**src/rtl/execstage_pkg.sv**
```systemverilog
// Shared opcode encoding, widths and shift helpers for the RV32I execute stage.
package execstage_pkg;

  localparam int unsigned FUNC_W  = 6;
  localparam int unsigned RD_W    = 5;
  localparam int unsigned SHAMT_W = 5;

  localparam logic [FUNC_W-1:0] OP_NOP   = 6'd0;
  localparam logic [FUNC_W-1:0] OP_ADD   = 6'd1;
  localparam logic [FUNC_W-1:0] OP_ADDI  = 6'd2;
  localparam logic [FUNC_W-1:0] OP_SUB   = 6'd3;
  localparam logic [FUNC_W-1:0] OP_SLT   = 6'd4;
  localparam logic [FUNC_W-1:0] OP_SLTI  = 6'd5;
  localparam logic [FUNC_W-1:0] OP_SLTU  = 6'd6;
  localparam logic [FUNC_W-1:0] OP_SLTIU = 6'd7;
  localparam logic [FUNC_W-1:0] OP_XOR   = 6'd8;
  localparam logic [FUNC_W-1:0] OP_XORI  = 6'd9;
  localparam logic [FUNC_W-1:0] OP_OR    = 6'd10;
  localparam logic [FUNC_W-1:0] OP_ORI   = 6'd11;
  localparam logic [FUNC_W-1:0] OP_AND   = 6'd12;
  localparam logic [FUNC_W-1:0] OP_ANDI  = 6'd13;
  localparam logic [FUNC_W-1:0] OP_SLL   = 6'd14;
  localparam logic [FUNC_W-1:0] OP_SLLI  = 6'd15;
  localparam logic [FUNC_W-1:0] OP_SRL   = 6'd16;
  localparam logic [FUNC_W-1:0] OP_SRLI  = 6'd17;
  localparam logic [FUNC_W-1:0] OP_SRA   = 6'd18;
  localparam logic [FUNC_W-1:0] OP_SRAI  = 6'd19;
  localparam logic [FUNC_W-1:0] OP_LUI   = 6'd20;
  localparam logic [FUNC_W-1:0] OP_AUIPC = 6'd21;
  localparam logic [FUNC_W-1:0] OP_JAL   = 6'd22;
  localparam logic [FUNC_W-1:0] OP_JALR  = 6'd23;
  localparam logic [FUNC_W-1:0] OP_BEQ   = 6'd24;
  localparam logic [FUNC_W-1:0] OP_BNE   = 6'd25;
  localparam logic [FUNC_W-1:0] OP_BLT   = 6'd26;
  localparam logic [FUNC_W-1:0] OP_BGE   = 6'd27;
  localparam logic [FUNC_W-1:0] OP_BLTU  = 6'd28;
  localparam logic [FUNC_W-1:0] OP_BGEU  = 6'd29;
  localparam logic [FUNC_W-1:0] OP_LB    = 6'd30;
  localparam logic [FUNC_W-1:0] OP_LH    = 6'd31;
  localparam logic [FUNC_W-1:0] OP_LW    = 6'd32;
  localparam logic [FUNC_W-1:0] OP_LBU   = 6'd33;
  localparam logic [FUNC_W-1:0] OP_LHU   = 6'd34;
  localparam logic [FUNC_W-1:0] OP_SB    = 6'd35;
  localparam logic [FUNC_W-1:0] OP_SH    = 6'd36;
  localparam logic [FUNC_W-1:0] OP_SW    = 6'd37;

  typedef enum logic [1:0] {SH_SLL, SH_SRL, SH_SRA} sh_op_e;

  function automatic logic shift_op(input logic [FUNC_W-1:0] f);
    return (f >= OP_SLL) && (f <= OP_SRAI);
  endfunction

  function automatic sh_op_e shift_kind(input logic [FUNC_W-1:0] f);
    case (f)
      OP_SLL, OP_SLLI: return SH_SLL;
      OP_SRL, OP_SRLI: return SH_SRL;
      default:         return SH_SRA;
    endcase
  endfunction

endpackage

```
**src/rtl/execstage_serial_shifter.sv**
```systemverilog
// Iterative one-bit-per-cycle shifter. The start cycle applies the first shift,
// so an n-bit shift holds busy for n cycles and presents its result the cycle after.
module serial_shifter
  import execstage_pkg::*;
#(
  parameter int unsigned width = 32
) (
  input  logic               clk,
  input  logic               rst,
  input  logic               en,
  input  logic               start,
  input  logic [1:0]         op,
  input  logic [width-1:0]   val,
  input  logic [SHAMT_W-1:0] amt,
  output logic               busy,
  output logic               done,
  output logic [width-1:0]   out
);

  typedef enum logic {S_IDLE, S_SHIFT} state_e;

  state_e               state_q;
  logic [width-1:0]     sh_val_q;
  logic [SHAMT_W-1:0]   sh_cnt_q;
  logic                 done_q;
  logic                 go;

  function automatic logic [width-1:0] shift1(input logic [width-1:0] v, input logic [1:0] o);
    case (o)
      2'(SH_SLL): return {v[width-2:0], 1'b0};
      2'(SH_SRL): return {1'b0, v[width-1:1]};
      default:    return {v[width-1], v[width-1:1]};
    endcase
  endfunction

  // done_q blocks a restart while the finished result is still on display
  assign go   = start & ~done_q;
  assign busy = (state_q == S_SHIFT) | go;
  assign done = done_q;
  assign out  = sh_val_q;

  always_ff @(posedge clk) begin
    if (rst) begin
      state_q  <= S_IDLE;
      sh_val_q <= '0;
      sh_cnt_q <= '0;
      done_q   <= 1'b0;
    end else if (en) begin
      done_q <= 1'b0;
      case (state_q)
        S_IDLE: begin
          if (go) begin
            sh_val_q <= shift1(val, op);
            sh_cnt_q <= amt - SHAMT_W'(1);
            if (amt == SHAMT_W'(1)) done_q  <= 1'b1;
            else                    state_q <= S_SHIFT;
          end
        end
        S_SHIFT: begin
          sh_val_q <= shift1(sh_val_q, op);
          sh_cnt_q <= sh_cnt_q - SHAMT_W'(1);
          if (sh_cnt_q == SHAMT_W'(1)) begin
            state_q <= S_IDLE;
            done_q  <= 1'b1;
          end
        end
        default: state_q <= S_IDLE;
      endcase
    end
  end

endmodule

```
**src/rtl/execstage.sv**
```systemverilog
// RV32I execute stage: stage register, inline ALU / branch resolution,
// and an iterative shifter that stalls upstream while it runs.
module execstage
  import execstage_pkg::*;
#(
  parameter int unsigned width = 32
) (
  input  logic              clk,
  input  logic              rst,
  input  logic [FUNC_W-1:0] func_in,
  input  logic [width-1:0]  left,
  input  logic [width-1:0]  right,
  input  logic [width-1:0]  extra,
  input  logic [RD_W-1:0]   rd_in,
  input  logic              rdv_in,
  input  logic              stall_in,
  output logic              busy,
  output logic              jmp,
  output logic [width-1:0]  jmp_target,
  output logic [width-1:0]  result,
  output logic [FUNC_W-1:0] func_out,
  output logic [RD_W-1:0]   rd_out,
  output logic              rdv_out
);

  logic [FUNC_W-1:0] func_q;
  logic [width-1:0]  left_q, right_q, extra_q;
  logic [RD_W-1:0]   rd_q;
  logic              rdv_q;

  logic [width-1:0]  a, b, sum, diff, res, tgt, sh_out;
  logic              lt_s, lt_u, eq, taken, wr, valid_op;
  logic              sh_start, sh_busy, sh_done;

  always_ff @(posedge clk) begin
    if (rst) begin
      func_q  <= OP_NOP;
      left_q  <= '0;
      right_q <= '0;
      extra_q <= '0;
      rd_q    <= '0;
      rdv_q   <= 1'b0;
    end else if (~stall_in & ~sh_busy) begin
      func_q  <= func_in;
      left_q  <= left;
      right_q <= right;
      extra_q <= extra;
      rd_q    <= rd_in;
      rdv_q   <= rdv_in;
    end
  end

  assign a    = right_q;
  assign b    = left_q;
  assign sum  = a + b;
  assign diff = a - b;
  assign lt_s = $signed(a) < $signed(b);
  assign lt_u = a < b;
  assign eq   = (a == b);

  assign sh_start = shift_op(func_q) & (b[SHAMT_W-1:0] != '0);

  serial_shifter #(.width(width)) u_shifter (
    .clk   (clk),
    .rst   (rst),
    .en    (~stall_in),
    .start (sh_start),
    .op    (2'(shift_kind(func_q))),
    .val   (a),
    .amt   (b[SHAMT_W-1:0]),
    .busy  (sh_busy),
    .done  (sh_done),
    .out   (sh_out)
  );

  always_comb begin
    res      = '0;
    tgt      = '0;
    taken    = 1'b0;
    wr       = rdv_q;
    valid_op = 1'b1;
    case (func_q)
      OP_ADD, OP_ADDI, OP_AUIPC,
      OP_LB, OP_LH, OP_LW, OP_LBU, OP_LHU,
      OP_SB, OP_SH, OP_SW:  res = sum;
      OP_SUB:               res = diff;
      OP_SLT, OP_SLTI:      res = width'(lt_s);
      OP_SLTU, OP_SLTIU:    res = width'(lt_u);
      OP_XOR, OP_XORI:      res = a ^ b;
      OP_OR, OP_ORI:        res = a | b;
      OP_AND, OP_ANDI:      res = a & b;
      OP_SLL, OP_SLLI, OP_SRL, OP_SRLI,
      OP_SRA, OP_SRAI:      res = sh_done ? sh_out : a;
      OP_LUI:               res = extra_q;
      OP_JAL: begin
        res   = extra_q;
        taken = 1'b1;
        tgt   = sum;
      end
      OP_JALR: begin
        res   = extra_q;
        taken = 1'b1;
        tgt   = sum & ~width'(1);
      end
      OP_BEQ, OP_BNE, OP_BLT, OP_BGE, OP_BLTU, OP_BGEU: begin
        wr  = 1'b0;
        tgt = extra_q;
        case (func_q)
          OP_BEQ:  taken = eq;
          OP_BNE:  taken = ~eq;
          OP_BLT:  taken = lt_s;
          OP_BGE:  taken = ~lt_s;
          OP_BLTU: taken = lt_u;
          default: taken = ~lt_u;
        endcase
      end
      OP_NOP:  wr = 1'b0;
      default: begin
        wr       = 1'b0;
        valid_op = 1'b0;
      end
    endcase
  end

  // a busy shifter sends bubbles downstream; jmp never repeats across a freeze
  assign busy       = sh_busy;
  assign jmp        = taken & ~stall_in;
  assign jmp_target = tgt;
  assign result     = res;
  assign func_out   = (sh_busy | ~valid_op) ? OP_NOP : func_q;
  assign rd_out     = rd_q;
  assign rdv_out    = wr & ~sh_busy;

endmodule

```
**config.mk**
```make
export PLATFORM = sky130hd
export DESIGN_NAME = execstage
export DESIGN_NICKNAME = d
export VERILOG_FILES = /design/src/rtl/execstage_pkg.sv /design/src/rtl/execstage_serial_shifter.sv /design/src/rtl/execstage.sv
export SDC_FILE = /design/constraint.sdc
export NUM_CORES = 1
export LEC_CHECK = 0
export CAP_MARGIN = 0
export CORE_AREA = 4 4 174 176
export DETAILED_ROUTE_END_ITERATION = 10
export DIE_AREA = 0 0 178 180
export PLACE_DENSITY = 0.68
export SETUP_SLACK_MARGIN = 0.1
export SLEW_MARGIN = 20
export SYNTH_ARGS = -nofsm -noshare
export SYNTH_HDL_FRONTEND = slang
export SYNTH_SLANG_ARGS = --single-unit
```
**constraint.sdc**
```tcl
create_clock -name clk -period 4.3 [get_ports clk]
set_clock_uncertainty 0.2 [all_clocks]
set_input_delay 0.86 -clock clk [delete_from_list [all_inputs] [get_ports clk]]
set_output_delay 0.86 -clock clk [all_outputs]
set_load 0.05 [all_outputs]
```
==> run_results.csv <==
group,metric,value,unit
sta,drv_slew,0,
worst_setup_path,crit_top_cell,"o21ai_4",
route,drc,1,
outcome,failed_checks,"DRC, setup timing",
layout,seq_area,0.00298,mm^2
sta,period_needed,4.80,ns
global_routing,grt_max_degree,109,
worst_setup_path,crit_path_max_fanout,3,
die,die_w,178,um
cts,cts.sinks,147,
worst_setup_path,crit_path_end_kind,"output pin",
sta,setup_viol,35,
layout,final_cell_area,0.0193,mm^2
pwr,peakVddDrop,0.269,mV
route,num_vias,15020,
global_routing,grt_pass1_wl,80100,um
die,rows,62,
die,die_area,0.0320,mm^2
worst_setup_path,crit_path_end,"result[24]",
die,die_y,180,um
layout,fillers,2338,
cts,clock_path_buffers,2,
layout,fin_cells,2491,
logic_synthesis,ys_types,87,
worst_setup_path,slowest_delay,0.54,ns
die,boundaryPins,189,
logic_synthesis,syn_area,0.0128,mm^2
layout,final_nets,2308,
global_routing,grt_use_total,0.309,
route,dr.pass1.iters,11,
worst_setup_path,crit_buf_inv,2,
global_routing,antenna_found_initial,0,
sta,slew_headroom,0.478,
sta,finalWorstSetupSlack,-0.500,ns
worst_setup_path,crit_start,"a[0]",
logic_synthesis,synth_nets,1973,
worst_setup_path,required,3.24,ns
layout,diodes,0,
logic_synthesis,ys_async_sr_fraction,0,
cts,cts_tree,"done",
logic_synthesis,synth_edf_count,0,
sta,rsz0062_at_grt,"true",
route,detail-route-antenna-nets,0,
worst_setup_path,cp_slowest_cell,"a2111o_1",
sta,fin_crit_sh,1.12,
global_routing,first_global_vias,14681,
placement,dp_cells,2396,
pwr,p_leak,7.51,nW
worst_setup_path,startpoint_type,"flop",
worst_setup_path,ff2ff_setup_slack,1.22,ns
worst_setup_path,crit_arrival,3.74,ns
die,core,0.0286,mm^2
worst_setup_path,r2r_end,"b[8]",
job,maxCapViolations,0,
logic_synthesis,synth_seq_area_share,0.230,
route,wl_per_cell,20.9,um
die,initial_core_util,0.446,
placement,gp_congestion,0.978,
layout,final_layout_size_suffix_gt1_frac,0.302,
sta,hold_viol,0,
route,postRouteWirelength,52000,um
sta,tightest_slew,0.783,ns
layout,syn_to_final_growth,51.2,%
logic_synthesis,synth-main-ff-cell,"dfxtp_1",
cts,hold_buffers,0,
layout,multi_input_area,0.0103,mm^2
placement,pre_cts_ws,-0.142,ns
cts,htree_num_levels,4,
outcome,status,"finished, violations left",
worst_setup_path,r2r.worst_path.cells,11,
route,drtIter0Drc,1688,
worst_setup_path,worst-path-stages,13,
hold_path,hold_path_class,"reg -> reg",
worst_setup_path,critical_path_class,"reg -> out",
route,vias_per_cell,6.03,
cts,clkSlewWorstSetupHoldPaths,0.07,ns
cts,cts_buffers,17,
placement,dp_hpwl,36900,um
global_routing,grt_overflow,0,
worst_setup_path,path_cells,"ha_4 -> fa_2 -> a21o_1 -> a311oi_2 -> o211ai_1 -> a2111o_1 -> and2_4 -> o41ai_4 -> buf_4 -> o21ai_4 -> o21a_1 -> o21ai_4 -> buf_12",
sta,max_freq,0.208,GHz
pwr,finalPower,5.52,mW
pwr,power_density,286,mW/mm^2
worst_setup_path,timing.rr.start,"func_q[3]",
cts,clk_latency,0.45,ns
cts,root_buffer,"clkbuf_16",
logic_synthesis,synth_warnings,0,
logic_synthesis,yosys_register_bits,147,
logic_synthesis,avgSynthCellArea,7.27,um^2
placement,postPlaceCellArea,0.0169,mm^2
worst_setup_path,cp_top_family,"compound AO/OA/AOI/OAI gates",
placement,io_buffers,188,
logic_synthesis,syn_inst,1759,
-- state kept, by name (all words and copies together), names as in the netlist --
name	cells
a	32
extra_q	32
u_shifter.out	32
func_q	6
rdv_q	1
rd_out	5
b	32
u_shifter.done	1
u_shifter.sh_cnt_q	5
u_shifter.state_q	1
-- synthesized netlist by cell type (all sizes together), types with 4 or more instances --
cell     count  area, um^2
nor3        32         160
o221ai       6        52.6
a2111oi     11         103
mux4        29         653
or3         13        81.3
nor2       112         420
a22o        12         105
nand4        7        43.8
and2        14        90.1
inv        105         394
o31a         4        35.0
nor2b        5        31.3
a221o       14         140
mux2i       35         350
o211ai      18         135
o31ai       16         130
nand2      370        1390
buf         28         134
xnor2       29         254
nand2b      10        62.6
and3         7        43.8
a31o         4        35.0
nor4        13        93.8
dfxtp      147        2940
nand3       13        65.1
a221oi      12         105
o2111ai     18         158
o311ai       4        35.0
a22oi       20         150
a31oi        5        43.8
o41ai        8         104
a21o        12        90.1
clkbuf     104         390
a21oi      236        1180
o21bai      14         105
o21a         5        37.5
a211oi      10        85.1
o21ai       85         437
o22ai        9        56.3
o211a        4        40.0
or4          6        45.0
ha         101        1260
-- worst min path at each step --
| stage | startpoint | to | slack, ns | cells after the start |
|---|---|---|---|---|
| 2_1_floorplan | rdv_q | rdv_q | 0.24 | 2 |
| 3_3_place_gp | rd_out[4] | rd_out[4] | 0.24 | 2 |
| 3_5_place_dp | rd_out[4] | rd_out[4] | 0.25 | 2 |
| 4_1_cts | rd_out[0] | rd_out[0] | 0.26 | 2 |
| 5_1_grt | rd_out[0] | rd_out[0] | 0.28 | 2 |
| 6_report | rd_out[4] | rd_out[4] | 0.25 | 2 |
-- report_power, final --
part / internal [mW] / leakage (nW) / switching [mW]
Sequential: 1.44 / 1.21 / 0.0686
Clock: 0.917 / 0.275 / 0.652
Combinational: 1.09 / 6.02 / 1.35
-- through the flow --
| step | TNS, ns | hold slack, ns | util |
|---|---|---|---|
| detailed placement | -0.671 | 0.248 | 0.589 |
| finish | -9.07 | 0.252 | 0.675 |
| global placement | -0.263 | 0.242 | 0.589 |
| global route | -11.96 | 0.277 | 0.675 |
| CTS | -9.10 | 0.257 | 0.649 |
| floorplan | -0.154 | 0.237 | - |
-- routing by layer --
| metal | share of wire | up-vias | GRT usage |
|---|---|---|---|
| met1 | 0.41 | 7151 | 0.415 |
| met3 | 0.083 | 139 | 0.0441 |
| li1 | - | 6924 | - |
| met5 | 0 | - | 0 |
| met2 | 0.47 | 806 | 0.506 |
| met4 | 0.031 | 0 | 0.111 |
-- cell usage in the layout (no fill, tap or decap), types with 14 or more instances in the layout --
| cell | instances |
|---|---|
| mux2i_1 | 35 |
| o211ai_1 | 18 |
| buf_4 | 238 |
| nor2_1 | 103 |
| buf_12 | 59 |
| a22oi_1 | 20 |
| o21ai_2 | 23 |
| dfxtp_1 | 121 |
| a21oi_2 | 16 |
| buf_6 | 32 |
| a221o_1 | 14 |
| xnor2_1 | 21 |
| inv_2 | 18 |
| inv_1 | 85 |
| nand2_1 | 367 |
| nor3_1 | 23 |
| o21ai_0 | 48 |
| a21oi_1 | 213 |
| dfxtp_2 | 24 |
| mux4_2 | 29 |
| clkbuf_16 | 18 |
| clkdlybuf4s50_1 | 115 |
| ha_1 | 72 |
| ha_4 | 26 |
-- area by class of cell --
| class | instances | area share |
|---|---|---|
| inverters | 106 | 0.0208 |
| multi-input cells | 1374 | 0.534 |
| clock inverters | 11 | 0.00783 |
| flip-flops and latches | 147 | 0.154 |
| repair buffers | 448 | 0.235 |
| well taps | 384 | 0.0249 |
| clock buffers | 21 | 0.0228 |
-- logic make-up after synthesis --
family                     share of synthesized area
AOI/OAI and AO/OA                              0.288
xor gates and xnor gates                      0.0219
adders and majority gates                      0.102
buffers and inverters                         0.0722
DFF                                            0.230
muxes                                         0.0812
and+or+nand+nor                                0.204
-- tightest hold or removal path, cell delays in order, from the launching register on --
cell and delay (ns):
dfxtp_1 0.31, nand2_1 0.05, a21oi_1 0.05
-- timing repair --
item / 4_1_cts / 5_1_grt
buffers inserted: 38 / 31
endpoints found under the setup margin: 50 / 59
resized for setup: 187 / 122
pin swaps: 70 / 82
hold endpoints to repair: 0 / 0
(Power assumes the default switching activity.)
